### src/rtl/vga_arb_pkg.sv
// vga_arb_pkg: shared definitions for the VGA video-RAM arbiter.
//   ADR_W        word-address width of every port (addresses are [ADR_W:1])
//   arb_state_e  arbiter FSM encoding: IDLE, VID (frame read), CPU (control cycle)
package vga_arb_pkg;
  localparam int ADR_W = 17;

  typedef enum logic [1:0] {
    ST_IDLE = 2'd0,
    ST_VID  = 2'd1,
    ST_CPU  = 2'd2
  } arb_state_e;
endpackage

### src/rtl/vga_mem_arbiter_if.sv
// vga_mem_arbiter_if: classic Wishbone master bus from the arbiter to the
// shared video-RAM controller.
//   master modport (arbiter):   drives m_adr_o/m_dat_o/m_sel_o/m_we_o/m_stb_o/m_cyc_o,
//                               receives m_dat_i/m_ack_i
//   slave modport (controller): the mirror image
interface vga_mem_arbiter_if;
  import vga_arb_pkg::*;

  logic [ADR_W:1] m_adr_o;
  logic [15:0]    m_dat_o;
  logic [1:0]     m_sel_o;
  logic           m_we_o;
  logic           m_stb_o;
  logic           m_cyc_o;
  logic [15:0]    m_dat_i;
  logic           m_ack_i;

  modport master (
    output m_adr_o, m_dat_o, m_sel_o, m_we_o, m_stb_o, m_cyc_o,
    input  m_dat_i, m_ack_i
  );

  modport slave (
    input  m_adr_o, m_dat_o, m_sel_o, m_we_o, m_stb_o, m_cyc_o,
    output m_dat_i, m_ack_i
  );
endinterface

### src/rtl/vga_arb_fifo.sv
// vga_arb_fifo: synchronous FIFO holding queued frame-read addresses.
//   clk, rst_n  clock, synchronous active-low reset (empties the FIFO)
//   push, din   write din at the tail; caller must not push when full unless popping
//   pop, dout   dout is the head (valid while !empty); pop advances it
//   full, empty occupancy flags
// Simultaneous push and pop is legal at any fill level; when full the pushed
// word lands in the slot the pop vacates.
module vga_arb_fifo #(
  parameter int DEPTH = 4,
  parameter int WIDTH = 17
) (
  input  logic             clk,
  input  logic             rst_n,
  input  logic             push,
  input  logic             pop,
  input  logic [WIDTH-1:0] din,
  output logic [WIDTH-1:0] dout,
  output logic             full,
  output logic             empty
);
  localparam int AW = $clog2(DEPTH);

  logic [WIDTH-1:0] mem [DEPTH];
  // one extra pointer bit distinguishes full from empty
  logic [AW:0]      wr_ptr, rd_ptr;

  always_ff @(posedge clk) begin
    if (!rst_n) begin
      wr_ptr <= '0;
      rd_ptr <= '0;
    end else begin
      if (push) wr_ptr <= wr_ptr + 1'b1;
      if (pop)  rd_ptr <= rd_ptr + 1'b1;
    end
  end

  always_ff @(posedge clk) begin
    if (push) mem[wr_ptr[AW-1:0]] <= din;
  end

  assign dout  = mem[rd_ptr[AW-1:0]];
  assign empty = (wr_ptr == rd_ptr);
  assign full  = (wr_ptr[AW] != rd_ptr[AW]) && (wr_ptr[AW-1:0] == rd_ptr[AW-1:0]);
endmodule

### src/rtl/vga_mem_arbiter.sv
// vga_mem_arbiter: serialises VGA frame reads (queued, priority) and CPU-path
// control cycles onto one classic Wishbone master port.
//   wb_clk_i, wb_rst_ni       clock, synchronous active-low reset
//   v_wbs_adr_i, v_wbs_stb_i  frame-read requests, one per cycle, never stalled
//   v_wbs_dat_o, v_wbs_ack_o  last returned frame word, one-cycle update pulse
//   c_wbs_*                   CPU-path classic slave (ack/data combinational)
//   m                         master bus to the RAM controller (registered outputs)
//   vid_ovf_o                 sticky: a frame-read request was dropped
// Parameters: VFIFO_DEPTH (power of 2, >= 2), MAX_VID_BURST.
// Build option VGA_ARB_CPU_FAIR_EN: after MAX_VID_BURST back-to-back video
// grants while the CPU waits, the next grant goes to the CPU. Without it video
// has strict priority.
module vga_mem_arbiter
  import vga_arb_pkg::*;
#(
  parameter int VFIFO_DEPTH   = 4,
  parameter int MAX_VID_BURST = 8
) (
  input  logic                wb_clk_i,
  input  logic                wb_rst_ni,
  input  logic [ADR_W:1]      v_wbs_adr_i,
  input  logic                v_wbs_stb_i,
  output logic [15:0]         v_wbs_dat_o,
  output logic                v_wbs_ack_o,
  input  logic [ADR_W:1]      c_wbs_adr_i,
  input  logic [15:0]         c_wbs_dat_i,
  input  logic [1:0]          c_wbs_sel_i,
  input  logic                c_wbs_we_i,
  input  logic                c_wbs_stb_i,
  input  logic                c_wbs_cyc_i,
  output logic [15:0]         c_wbs_dat_o,
  output logic                c_wbs_ack_o,
  vga_mem_arbiter_if.master   m,
  output logic                vid_ovf_o
);
  if (VFIFO_DEPTH < 2 || (VFIFO_DEPTH & (VFIFO_DEPTH - 1)) != 0) begin : g_bad_depth
    $error("VFIFO_DEPTH must be a power of 2 and at least 2");
  end
  if (MAX_VID_BURST < 1) begin : g_bad_burst
    $error("MAX_VID_BURST must be at least 1");
  end

  arb_state_e     state, state_nx;
  logic           req_vld;
  logic [ADR_W:1] req_adr, head;
  logic           push, pop, full, empty;
  logic           cpu_req, grant_vid, grant_cpu, force_cpu;

  assign cpu_req = c_wbs_stb_i & c_wbs_cyc_i;

  // Requests are registered before entering the FIFO; this stage sets the
  // push-to-strobe latency of two edges.
  always_ff @(posedge wb_clk_i) begin
    if (!wb_rst_ni) begin
      req_vld <= 1'b0;
      req_adr <= '0;
    end else begin
      req_vld <= v_wbs_stb_i;
      req_adr <= v_wbs_adr_i;
    end
  end

  // A pop in the same cycle frees a slot, so a push into a full FIFO still lands.
  assign pop  = (state == ST_VID) & m.m_ack_i;
  assign push = req_vld & (~full | pop);

  vga_arb_fifo #(.DEPTH(VFIFO_DEPTH), .WIDTH(ADR_W)) u_fifo (
    .clk   (wb_clk_i),
    .rst_n (wb_rst_ni),
    .push  (push),
    .pop   (pop),
    .din   (req_adr),
    .dout  (head),
    .full  (full),
    .empty (empty)
  );

`ifdef VGA_ARB_CPU_FAIR_EN
  localparam int CW = $clog2(MAX_VID_BURST + 1);
  logic [CW-1:0] burst_cnt;

  assign force_cpu = cpu_req && (burst_cnt == CW'(MAX_VID_BURST));

  always_ff @(posedge wb_clk_i) begin
    if (!wb_rst_ni || !cpu_req || grant_cpu) burst_cnt <= '0;
    else if (grant_vid)                      burst_cnt <= burst_cnt + 1'b1;
  end
`else
  assign force_cpu = 1'b0;
`endif

  always_comb begin
    state_nx  = state;
    grant_vid = 1'b0;
    grant_cpu = 1'b0;
    case (state)
      ST_IDLE: begin
        if (!empty && !force_cpu) begin
          state_nx  = ST_VID;
          grant_vid = 1'b1;
        end else if (cpu_req) begin
          state_nx  = ST_CPU;
          grant_cpu = 1'b1;
        end
      end
      ST_VID, ST_CPU: if (m.m_ack_i) state_nx = ST_IDLE;
      default:        state_nx = ST_IDLE;
    endcase
  end

  always_ff @(posedge wb_clk_i) begin
    if (!wb_rst_ni) begin
      state       <= ST_IDLE;
      v_wbs_dat_o <= '0;
      v_wbs_ack_o <= 1'b0;
      vid_ovf_o   <= 1'b0;
      m.m_adr_o   <= '0;
      m.m_dat_o   <= '0;
      m.m_sel_o   <= '0;
      m.m_we_o    <= 1'b0;
      m.m_stb_o   <= 1'b0;
      m.m_cyc_o   <= 1'b0;
    end else begin
      state       <= state_nx;
      v_wbs_ack_o <= pop;
      if (pop) v_wbs_dat_o <= m.m_dat_i;
      if (req_vld && full && !pop) vid_ovf_o <= 1'b1;

      if (grant_vid) begin
        m.m_adr_o <= head;
        m.m_dat_o <= '0;
        m.m_sel_o <= 2'b11;
        m.m_we_o  <= 1'b0;
        m.m_stb_o <= 1'b1;
        m.m_cyc_o <= 1'b1;
      end else if (grant_cpu) begin
        m.m_adr_o <= c_wbs_adr_i;
        m.m_dat_o <= c_wbs_dat_i;
        m.m_sel_o <= c_wbs_sel_i;
        m.m_we_o  <= c_wbs_we_i;
        m.m_stb_o <= 1'b1;
        m.m_cyc_o <= 1'b1;
      end else if (state != ST_IDLE && m.m_ack_i) begin
        m.m_stb_o <= 1'b0;
        m.m_cyc_o <= 1'b0;
      end
    end
  end

  assign c_wbs_ack_o = (state == ST_CPU) & m.m_ack_i;
  assign c_wbs_dat_o = (state == ST_CPU) ? m.m_dat_i : '0;
endmodule

### src/flat_wrapper.sv
// flat-port wrapper written by rule: the top's interface ports become plain ports
module vga_mem_arbiter_flat import vga_arb_pkg::*;
#(
  parameter int VFIFO_DEPTH   = 4,
  parameter int MAX_VID_BURST = 8
)
  (wb_clk_i, wb_rst_ni, v_wbs_adr_i, v_wbs_stb_i, v_wbs_dat_o, v_wbs_ack_o, c_wbs_adr_i, c_wbs_dat_i, c_wbs_sel_i, c_wbs_we_i, c_wbs_stb_i, c_wbs_cyc_i, c_wbs_dat_o, c_wbs_ack_o, vid_ovf_o, m_m_adr_o, m_m_dat_o, m_m_sel_o, m_m_we_o, m_m_stb_o, m_m_cyc_o, m_m_dat_i, m_m_ack_i);
  vga_mem_arbiter_if m_i ();
  input  logic wb_clk_i;
  input  logic wb_rst_ni;
  input  logic [ADR_W:1] v_wbs_adr_i;
  input  logic v_wbs_stb_i;
  output logic [15:0] v_wbs_dat_o;
  output logic v_wbs_ack_o;
  input  logic [ADR_W:1] c_wbs_adr_i;
  input  logic [15:0] c_wbs_dat_i;
  input  logic [1:0] c_wbs_sel_i;
  input  logic c_wbs_we_i;
  input  logic c_wbs_stb_i;
  input  logic c_wbs_cyc_i;
  output logic [15:0] c_wbs_dat_o;
  output logic c_wbs_ack_o;
  output logic vid_ovf_o;
  output wire logic [$bits(m_i.m_adr_o)-1:0] m_m_adr_o;
  output wire logic [$bits(m_i.m_dat_o)-1:0] m_m_dat_o;
  output wire logic [$bits(m_i.m_sel_o)-1:0] m_m_sel_o;
  output wire logic [$bits(m_i.m_we_o)-1:0] m_m_we_o;
  output wire logic [$bits(m_i.m_stb_o)-1:0] m_m_stb_o;
  output wire logic [$bits(m_i.m_cyc_o)-1:0] m_m_cyc_o;
  input wire logic [$bits(m_i.m_dat_i)-1:0] m_m_dat_i;
  input wire logic [$bits(m_i.m_ack_i)-1:0] m_m_ack_i;
  assign m_m_adr_o = m_i.m_adr_o;
  assign m_m_dat_o = m_i.m_dat_o;
  assign m_m_sel_o = m_i.m_sel_o;
  assign m_m_we_o = m_i.m_we_o;
  assign m_m_stb_o = m_i.m_stb_o;
  assign m_m_cyc_o = m_i.m_cyc_o;
  assign m_i.m_dat_i = m_m_dat_i;
  assign m_i.m_ack_i = m_m_ack_i;
  vga_mem_arbiter #(.VFIFO_DEPTH(VFIFO_DEPTH), .MAX_VID_BURST(MAX_VID_BURST)) u_core (.wb_clk_i(wb_clk_i), .wb_rst_ni(wb_rst_ni), .v_wbs_adr_i(v_wbs_adr_i), .v_wbs_stb_i(v_wbs_stb_i), .v_wbs_dat_o(v_wbs_dat_o), .v_wbs_ack_o(v_wbs_ack_o), .c_wbs_adr_i(c_wbs_adr_i), .c_wbs_dat_i(c_wbs_dat_i), .c_wbs_sel_i(c_wbs_sel_i), .c_wbs_we_i(c_wbs_we_i), .c_wbs_stb_i(c_wbs_stb_i), .c_wbs_cyc_i(c_wbs_cyc_i), .c_wbs_dat_o(c_wbs_dat_o), .c_wbs_ack_o(c_wbs_ack_o), .m(m_i), .vid_ovf_o(vid_ovf_o));
endmodule
### config.mk
export PLATFORM = sky130hd
export DESIGN_NAME = vga_mem_arbiter_flat
export DESIGN_NICKNAME = d
export VERILOG_FILES = /design/src/rtl/vga_arb_pkg.sv /design/src/rtl/vga_mem_arbiter_if.sv /design/src/rtl/vga_arb_fifo.sv /design/src/rtl/vga_mem_arbiter.sv /design/src/flat_wrapper.sv
export SDC_FILE = /design/constraint.sdc
export NUM_CORES = 1
export LEC_CHECK = 0
export ABC_AREA = 0
export BUFFER_PORTS_ARGS = -buffer_cell sky130_fd_sc_hd__buf_4
export CAP_MARGIN = 20
export CELL_PAD_IN_SITES_DETAIL_PLACEMENT = 1
export CELL_PAD_IN_SITES_GLOBAL_PLACEMENT = 2
export CORE_UTILIZATION = 31
export CTS_BUF_LIST = sky130_fd_sc_hd__clkbuf_16
export DETAILED_ROUTE_END_ITERATION = 12
export PLACE_DENSITY = 0.73
export SETUP_SLACK_MARGIN = 0.05
export SLEW_MARGIN = 20
export SYNTH_ARGS = -nofsm -noshare
export SYNTH_HDL_FRONTEND = slang
export SYNTH_SLANG_ARGS = --single-unit
### constraint.sdc
create_clock -name wb_clk_i -period 2.4 [get_ports wb_clk_i]
set_clock_uncertainty 0.1 [all_clocks]
set_input_delay 0.24 -clock wb_clk_i [delete_from_list [all_inputs] [get_ports wb_clk_i]]
set_output_delay 0.24 -clock wb_clk_i [all_outputs]
set_load 0.01 [all_outputs]
# == Yosys cells after proc, flatten, opt, wreduce, memory -nomap -nowiden ==
# Memories as Yosys holds them, arrays and structs flattened. A register that Yosys moved wholly into a read port is not among the register bits.
# Cells that the tools add are included.
# op_classes
n_mux,21
bitwise,7
n_eq_ne,7
addsub,2
n_reduce_logical,12
# ops
cell,n
2-to-1 mux 17 bit,2
2-to-1 mux 16 bit,1
2-to-1 mux 2 bit,7
2-to-1 mux 1 bit,10
"adder 3 x 1 -> 3 bit, second input constant",2
bitwise AND 1 bit,4
logical AND 1 bit,4
case mux 2 bit (2 select lines),1
nonzero test 2 bit,2
OR reduction 2 bit,2
== test 3 bit,1
"inequality test 3 bit, second input constant",1
nonzero test 3 bit,1
"== test 2 x 1 -> 1 bit, second input constant",1
== test 2 bit,1
"== test 2 bit, second input constant",1
zero test 2 bit,1
"inequality test 2 bit, second input constant",1
inverter 1 bit,2
AND reduction 2 bit,1
zero test 1 bit,1
inequality test 1 bit,1
bitwise OR 1 bit,1
# totals
out_inout_bits,73
input_bits,75
ff_bits,81
mem_bits_rw,68
memories,1
elab_cells,63
# mem_list
memory,depth,word_bits,rd,rd_clocked_by_memory_dff,wr,line,text
u_core.u_fifo.mem,4,17,1,1,1,vga_arb_fifo.sv:23,logic [WIDTH-1:0] mem [DEPTH];

# == Logic depth before layout (Yosys ltp) ==
# Gate-level depths: netlist (run 1).
# depth
depth_word,7
ltp_mapped,8
ltp_nobuf,6

# == Modules after synthesis ==
# A second synthesis (run 1) with hierarchy kept.
# hier_totals
cells_unflattened,465
area_unflattened_um2,5829.3
# modules_own_cells
mod,area_each_um2,n_inst,cells_per_inst,seq_area_each_um2
vga_mem_arbiter,2934.1,1,335,1501.4
vga_arb_fifo,2895.3,1,130,2202.1

# == Least setup slack after synthesis (run 1) ==
# OpenSTA, ideal clock, no wires.
# synth_path
path_type,flip-flop to flip-flop
startpoint,reg u_core.state[1]
endpoint,reg u_core.u_fifo.wr_ptr[2]
synth_period_minus_slack_ns,2.379
arrival_time_ns,2.164
setup_slack_ns,0.021
setup_time_ns,0.115
n_path_buf,0
stages_incl_launch_ff,7
required_ns,2.185
path_cell_list,dfxtp_1 inv_1 ha_1 nand2_1 a41oi_1 xor2_1 and2_1
# synth_between
elab_chain_cells,4
# synth_rtl
item,line,text
"start, declared",vga_mem_arbiter.sv:43,"arb_state_e state, state_nx;"
"start signal, assigned",vga_mem_arbiter.sv:124,state <= state_nx;
== test 2 x 1 -> 1 bit,vga_mem_arbiter.sv:64,assign pop = (state == ST_VID) & m.m_ack_i;
bitwise AND 1 bit,vga_mem_arbiter.sv:64,
bitwise OR 1 bit,vga_mem_arbiter.sv:65,assign push = req_vld & (~full | pop);
bitwise AND 1 bit,vga_mem_arbiter.sv:65,
"end signal, assigned",vga_arb_fifo.sv:32,if (push) wr_ptr <= wr_ptr + 1'b1;
"end, declared",vga_arb_fifo.sv:25,"logic [AW:0] wr_ptr, rd_ptr;"
# No other way between the ends.
# A chain may end at the register's enable or synchronous reset.

# == Final worst setup path (run 1) ==
# layout_path
startpoint,reg u_core.state[1]
endpoint,"mem u_core.u_fifo.mem[1][13], enable pin"
# layout_between
elab_chain_cells,6
# layout_rtl
item,line,text
== test 2 x 1 -> 1 bit,vga_mem_arbiter.sv:64,
bitwise AND 1 bit,vga_mem_arbiter.sv:64,
bitwise OR 1 bit,vga_mem_arbiter.sv:65,
bitwise AND 1 bit,vga_mem_arbiter.sv:65,
2-to-1 mux 1 bit,vga_arb_fifo.sv:38,if (push) mem[wr_ptr[AW-1:0]] <= din;
2-to-1 mux 1 bit (not written as such),vga_arb_fifo.sv:38,
"end, declared",vga_arb_fifo.sv:23,
# No other way between the ends.

==> metrics.csv, run 1 <==
metric,value,unit
cap_violations,0,
grt_usage,0.161,
synthArstFlopShare,0,
slew_violations,0,
violations,DRC,
instances_no_fill,894,
hold_viol,0,
n_fill_cell,1883,
wl_per_cell,16.7,µm
ys.warnings.count,0,
synth_edf_count,68,
viasPerCell,4.73,
p_int,4970,µW
status,"complete, but fails checks",
fin_tns_setup,0,ns
syn_avg_cell_area,13.0,µm²
clkPwrFrac,0.366,
diodes,0,
cts_made_buffers,17,
core_region_area,0.0182,mm²
ys_seq_area_frac,0.636,
die_h,139,µm
ir_drop,0.490,mV
synth_ff_type,dfxtp_1,
switching_share,0.273,
max_stage_delay,0.49,ns
drive_above_1_share,0.343,
placedCellCount,808,
insertion_delay,0.42,ns
initialDrtViolationCount,113,
worstPathRequired,2.42,ns
tightestPinTransition,0.865,ns
synth.most_common_cell,dfxtp_1,
area_growth,42.1,%
crit_arrival,2.11,ns
cts.clk_slew.worst_paths,0.07,ns
syn_area,0.00583,mm²
min_period,2.09,ns
synth_top_area_frac,0.350,
port-buffer-count,147,
ys_top_cells_by_area,"edfxtp_1, dfxtp_1, mux4_2, and2_1, nand2_1",
dr_total_vias,4231,
grt_max_degree,69,
power_frac_seq,0.442,
clock_sinks,151,
die_x,139,µm
cts_tree,built,
synth.distinct_cells,39,
grt_pass1_vias,4598,
synth_top_area_cell,edfxtp_1,
grt_remaining_overflow,0,
ant_nets,0,
cts_root_buf,clkbuf_16,
combPwrFrac,0.193,
cts_max_level,4,
synth_fp_nets,531,
crit_fanout,17,
ys_ff_latch,151,
power.leakage,0.00319,µW
wl,15000,µm
power-per-cell-area,825,mW/mm²
gp_congestion,0.724,
io_pins,148,
drc,14,
syn_inst,448,
relSlewSlack,0.424,
antenna_found_initial,0,
switchingPower,1870,µW
start_kind,flip-flop,
crit_chain,inv_1 > ha_1 > and2_1 > o41a_2 > and2_2,
setup_viol,0,
clk_path_buf_depth,2,
cp_slowest_cell,o41a_2,
grt_first_pass_wirelength,23800,µm
start_util,0.320,
postCtsSetupRepairBufs,0,
synthTopCellsByCount,"dfxtp_1, nand2_1, edfxtp_1",
crit_buf_inv,1,
crit_path_end_kind,flip-flop,
dp_hpwl,10100,µm
fmax,477,MHz
fin_nets,735,
finalCritPeriodShare,0.873,
dieArea,0.0193,mm²
path_class,reg -> reg,
rsz0062_at_grt,false,
dr.pass1.iters,8,
fp-row-count,49,
hold_path.class,in -> reg,
critical-path-top-delay-family,simple AND/OR/NAND/NOR gates,
## power groups by stage
stage                     Clock [µW]  Combinational (µW)  Sequential (µW)
after detailed placement           0                1260             3080
after global placement             0                1230             3070
after CTS                       2570                1340             3020
after floorplan                    0                 664             3100
after global routing            2670                1430             3040
final                           2500                1320             3020
## area by class of cell
type	instances	area (µm²)	share of cell area
multi-input cells	264	1970	0.238
clock buffers	17	425	0.0514
clock inverters	15	131	0.0159
repair buffers	213	1750	0.211
flip-flops and latches	151	3700	0.447
inverters	5	18.8	0.00227
well taps	229	287	0.0346
## worst min-delay path: cells and delay by family
family                 cells  cell delay [ns]
and+or+nand+nor            1             0.05
AOI/OAI and AO/OA          1             0.07
buffers and inverters      1             0.12
## sequential cells by signal, indices dropped and copies added (netlist names), named ones only
signal,flops
u_core.u_fifo.mem,68
u_core.u_fifo.rd_ptr,3
u_core.m.m_we_o,1
u_core.m.m_sel_o,2
u_core.state,2
u_core.req_adr,17
u_core.m.m_adr_o,17
u_core.m.m_dat_o,16
u_core.vid_ovf_o,1
u_core.v_wbs_dat_o,16
u_core.req_vld,1
u_core.v_wbs_ack_o,1
u_core.u_fifo.wr_ptr,3
u_core.m.m_cyc_o,1
## metrics by stage
step           cell area (µm²)  worst slack, ns  utilization  total power, µW  hold slack, ns
5_1_grt                   8280            0.223        0.455             7150          0.0273
4_1_cts                   8280           0.0629        0.455             6930        0.000795
3_5_place_dp              7180           0.0617        0.394             4340           0.351
6_report                  8280            0.305        0.455             6840          0.0129
3_3_place_gp              7180            0.178        0.394             4300           0.344
2_1_floorplan             5830            0.428            -             3760           0.267
## cell families after synthesis
kind of cell             count (synthesis)  synth area share
flip-flops                             151             0.636
AND/OR/NAND/NOR                        147             0.122
AO/OA/AOI/OAI                           82             0.115
buffers and inverters                   33            0.0283
multiplexers                            17            0.0657
XOR/XNOR                                10            0.0163
adder cells (fa/ha/maj)                  8            0.0172
## placed cells by master (no fill, tap or decap), types with 3 or more instances in the layout
master / instances
buf_4: 158
dfxtp_1: 83
nand2_1: 74
edfxtp_1: 68
dlygate4sd3_1: 54
and2_1: 42
a21boi_0: 18
o221ai_1: 17
mux4_2: 17
o32ai_1: 17
nor2_1: 17
clkbuf_16: 17
a21oi_2: 10
a21oi_1: 9
ha_1: 8
inv_1: 6
clkinvlp_4: 6
xnor2_1: 5
xor2_1: 4
and2_2: 3
o21a_1: 3
inv_6: 3
## final timing paths
check                                   start                                  end  slack (ns)  cells past startpoint
max reg2reg      u_core.state[1]$_SDFFE_PN0P_   u_core.u_fifo.mem[1][13]$_DFFE_PP_        0.31                      5
min reg2reg  u_core.m.m_dat_o[0]$_SDFFE_PP0P_     u_core.m.m_dat_o[0]$_SDFFE_PP0P_        0.36                      2
min                             m_m_dat_i[10]  u_core.v_wbs_dat_o[10]$_SDFFE_PN0N_        0.01                      3
max              u_core.state[1]$_SDFFE_PN0P_   u_core.u_fifo.mem[1][13]$_DFFE_PP_        0.31                      5
## repair_timing
action                                  4_1_cts  5_1_grt
hold endpoints to repair                     54        0
endpoints found under the setup margin        0       51
resized for setup                             0        3
hold buffers                                 54        0
## routing by layer
metal,part of all wire,routed length [µm],global-route usage
met1,0.43,6380,0.180
met2,0.51,7640,0.285
met3,0.039,589,0.0390
met4,0.024,352,0.0795
met5,0,0,0
(Power assumes the default switching activity.)
==> inputs of run 2 (changes only) <==
--- a/config.mk
+++ b/config.mk
@@ -13,6 +13,7 @@
 export CORE_UTILIZATION = 31
 export CTS_BUF_LIST = sky130_fd_sc_hd__clkbuf_16
 export DETAILED_ROUTE_END_ITERATION = 12
+export HOLD_SLACK_MARGIN = 0.15
 export PLACE_DENSITY = 0.73
 export SETUP_SLACK_MARGIN = 0.05
 export SLEW_MARGIN = 20
==> metrics.csv, run 2 (same netlist as run 1, synthesis figures left out) <==
metric,value,unit
path_class,reg -> reg,
antenna_found_initial,0,
ir_drop,0.490,mV
port-buffer-count,147,
crit_fanout,17,
fp-row-count,49,
start_util,0.320,
insertion_delay,0.42,ns
final_cell_mix,"buf_4, dfxtp_1, nand2_1",
status,"complete, but fails checks",
power-per-cell-area,812,mW/mm²
io_pins,148,
ant_nets,0,
drc,14,
fin_nets,752,
cts_root_buf,clkbuf_16,
cts.clk_slew.worst_paths,0.07,ns
cp_slowest_cell,o41a_2,
violations,DRC,
postCtsSetupRepairBufs,0,
power.leakage,0.00326,µW
instances_no_fill,911,
diodes,0,
grt_max_degree,69,
viasPerCell,4.71,
rr_worst_depth,5,
start_kind,flip-flop,
hold_path.class,in -> reg,
cap_violations,0,
dr.pass1.iters,8,
initialDrtViolationCount,132,
clk_path_buf_depth,2,
fmax,477,MHz
dieArea,0.0193,mm²
dr_total_vias,4293,
die_x,139,µm
die_h,139,µm
cts_tree,built,
grt_first_pass_wirelength,24300,µm
fin_util,0.464,
wl,15300,µm
cts_max_level,4,
min_period,2.10,ns
cts_made_buffers,17,
finalPower,6860,µW
n_fill_cell,1887,
reg2reg_from,u_core.state[1]$_SDFFE_PN0P_,
drive_above_1_share,0.334,
crit_arrival,2.11,ns
relSlewSlack,0.423,
crit_buf_inv,1,
setup_viol,0,
area_growth,45.1,%
holdPathEnd,u_core.m.m_cyc_o$_SDFFE_PN0P_,
crit_chain,inv_1 > ha_1 > and2_1 > o41a_2 > and2_2,
fin_tns_setup,0,ns
critical-path-top-delay-family,simple AND/OR/NAND/NOR gates,
max_stage_delay,0.49,ns
tightestPinTransition,0.866,ns
placedCellCount,808,
clock_sinks,151,
wl_per_cell,16.8,µm
finalCritPeriodShare,0.873,
crit_path_end_kind,flip-flop,
grt_pass1_vias,4666,
grt_usage,0.164,
worstPathRequired,2.42,ns
min_path_cells,2,
slew_violations,0,
grt_remaining_overflow,0,
gp_congestion,0.724,
min_from,wb_rst_ni,
core_region_area,0.0182,mm²
hold_viol,0,
dp_hpwl,10100,µm
rsz0062_at_grt,false,
largest_register_ffs,68,
rr_endpoint,u_core.u_fifo.mem[1][13]$_DFFE_PP_,
reg2reg_slack,0.30,ns
final_common_cell,buf_4,
==> run 2: cell types whose count changed in the layout (fill, tap and decap cells not counted) <==
cell | previous run | this run
dlygate4sd3_1 | 54 | 71
==> run 2: what timing repair did <==
item | 4_1_cts | 5_1_grt
endpoints found under the setup margin | 0 | 51
hold endpoints to repair | 72 | 0
resized for setup | 0 | 3
hold buffers | 71 | 0
==> run 2: layer usage <==
layer	vias to the layer above	global-route usage	wire, µm
li1	2074	-	-
met1	2084	0.186	6480
met2	111	0.291	7800
met3	24	0.0390	631
met4	0	0.0795	354
met5	-	0	0
==> run 2: how the worst max path moves through the flow <==
stage / end / depth (start not counted) / slack, ns / startpoint
3_5_place_dp: u_core.u_fifo.mem[0][10]$_DFFE_PP_ / 3 / 0.06 / u_core.u_fifo.wr_ptr[1]$_SDFFE_PN0P_
6_report: u_core.u_fifo.mem[1][13]$_DFFE_PP_ / 5 / 0.30 / u_core.state[1]$_SDFFE_PN0P_
3_3_place_gp: u_core.u_fifo.mem[1][10]$_DFFE_PP_ / 3 / 0.18 / u_core.u_fifo.wr_ptr[1]$_SDFFE_PN0P_
2_1_floorplan: u_core.u_fifo.mem[0][0]$_DFFE_PP_ / 5 / 0.43 / u_core.state[1]$_SDFFE_PN0P_
4_1_cts: u_core.u_fifo.mem[0][5]$_DFFE_PP_ / 3 / 0.06 / u_core.u_fifo.wr_ptr[1]$_SDFFE_PN0P_
5_1_grt: u_core.u_fifo.mem[2][8]$_DFFE_PP_ / 5 / 0.22 / u_core.state[1]$_SDFFE_PN0P_
==> run 2: power breakdown <==
group	internal [µW]	total (µW)	switching [µW]
registers	2880	3020	139
clock network	1430	2500	1070
logic	678	1350	668
total	4990	6860	1880
==> run 2: per-stage QoR <==
step	hold WS (ns)	cell area (µm²)	worst slack (ns)
floorplan	0.267	5830	0.428
global placement	0.344	7180	0.178
detailed placement	0.351	7180	0.0617
CTS	0.275	8450	0.0629
global route	0.304	8450	0.223
finish	0.272	8450	0.304
==> run 2: final cells by class <==
type / instances / area [µm²] / area share
clock buffer: 17 / 425 / 0.0503
clock inverter: 15 / 131 / 0.0155
inverter: 5 / 18.8 / 0.00222
multi-input combinational: 264 / 1970 / 0.233
sequential: 151 / 3700 / 0.438
tap: 229 / 287 / 0.0339
timing repair buffer: 230 / 1920 / 0.227
==> run 2: worst reg2reg max path, stage by stage (launching register included) <==
cell     delay, ns
dfxtp_1       0.36
inv_1         0.08
ha_1          0.20
and2_1        0.18
o41a_2        0.49
and2_2        0.38
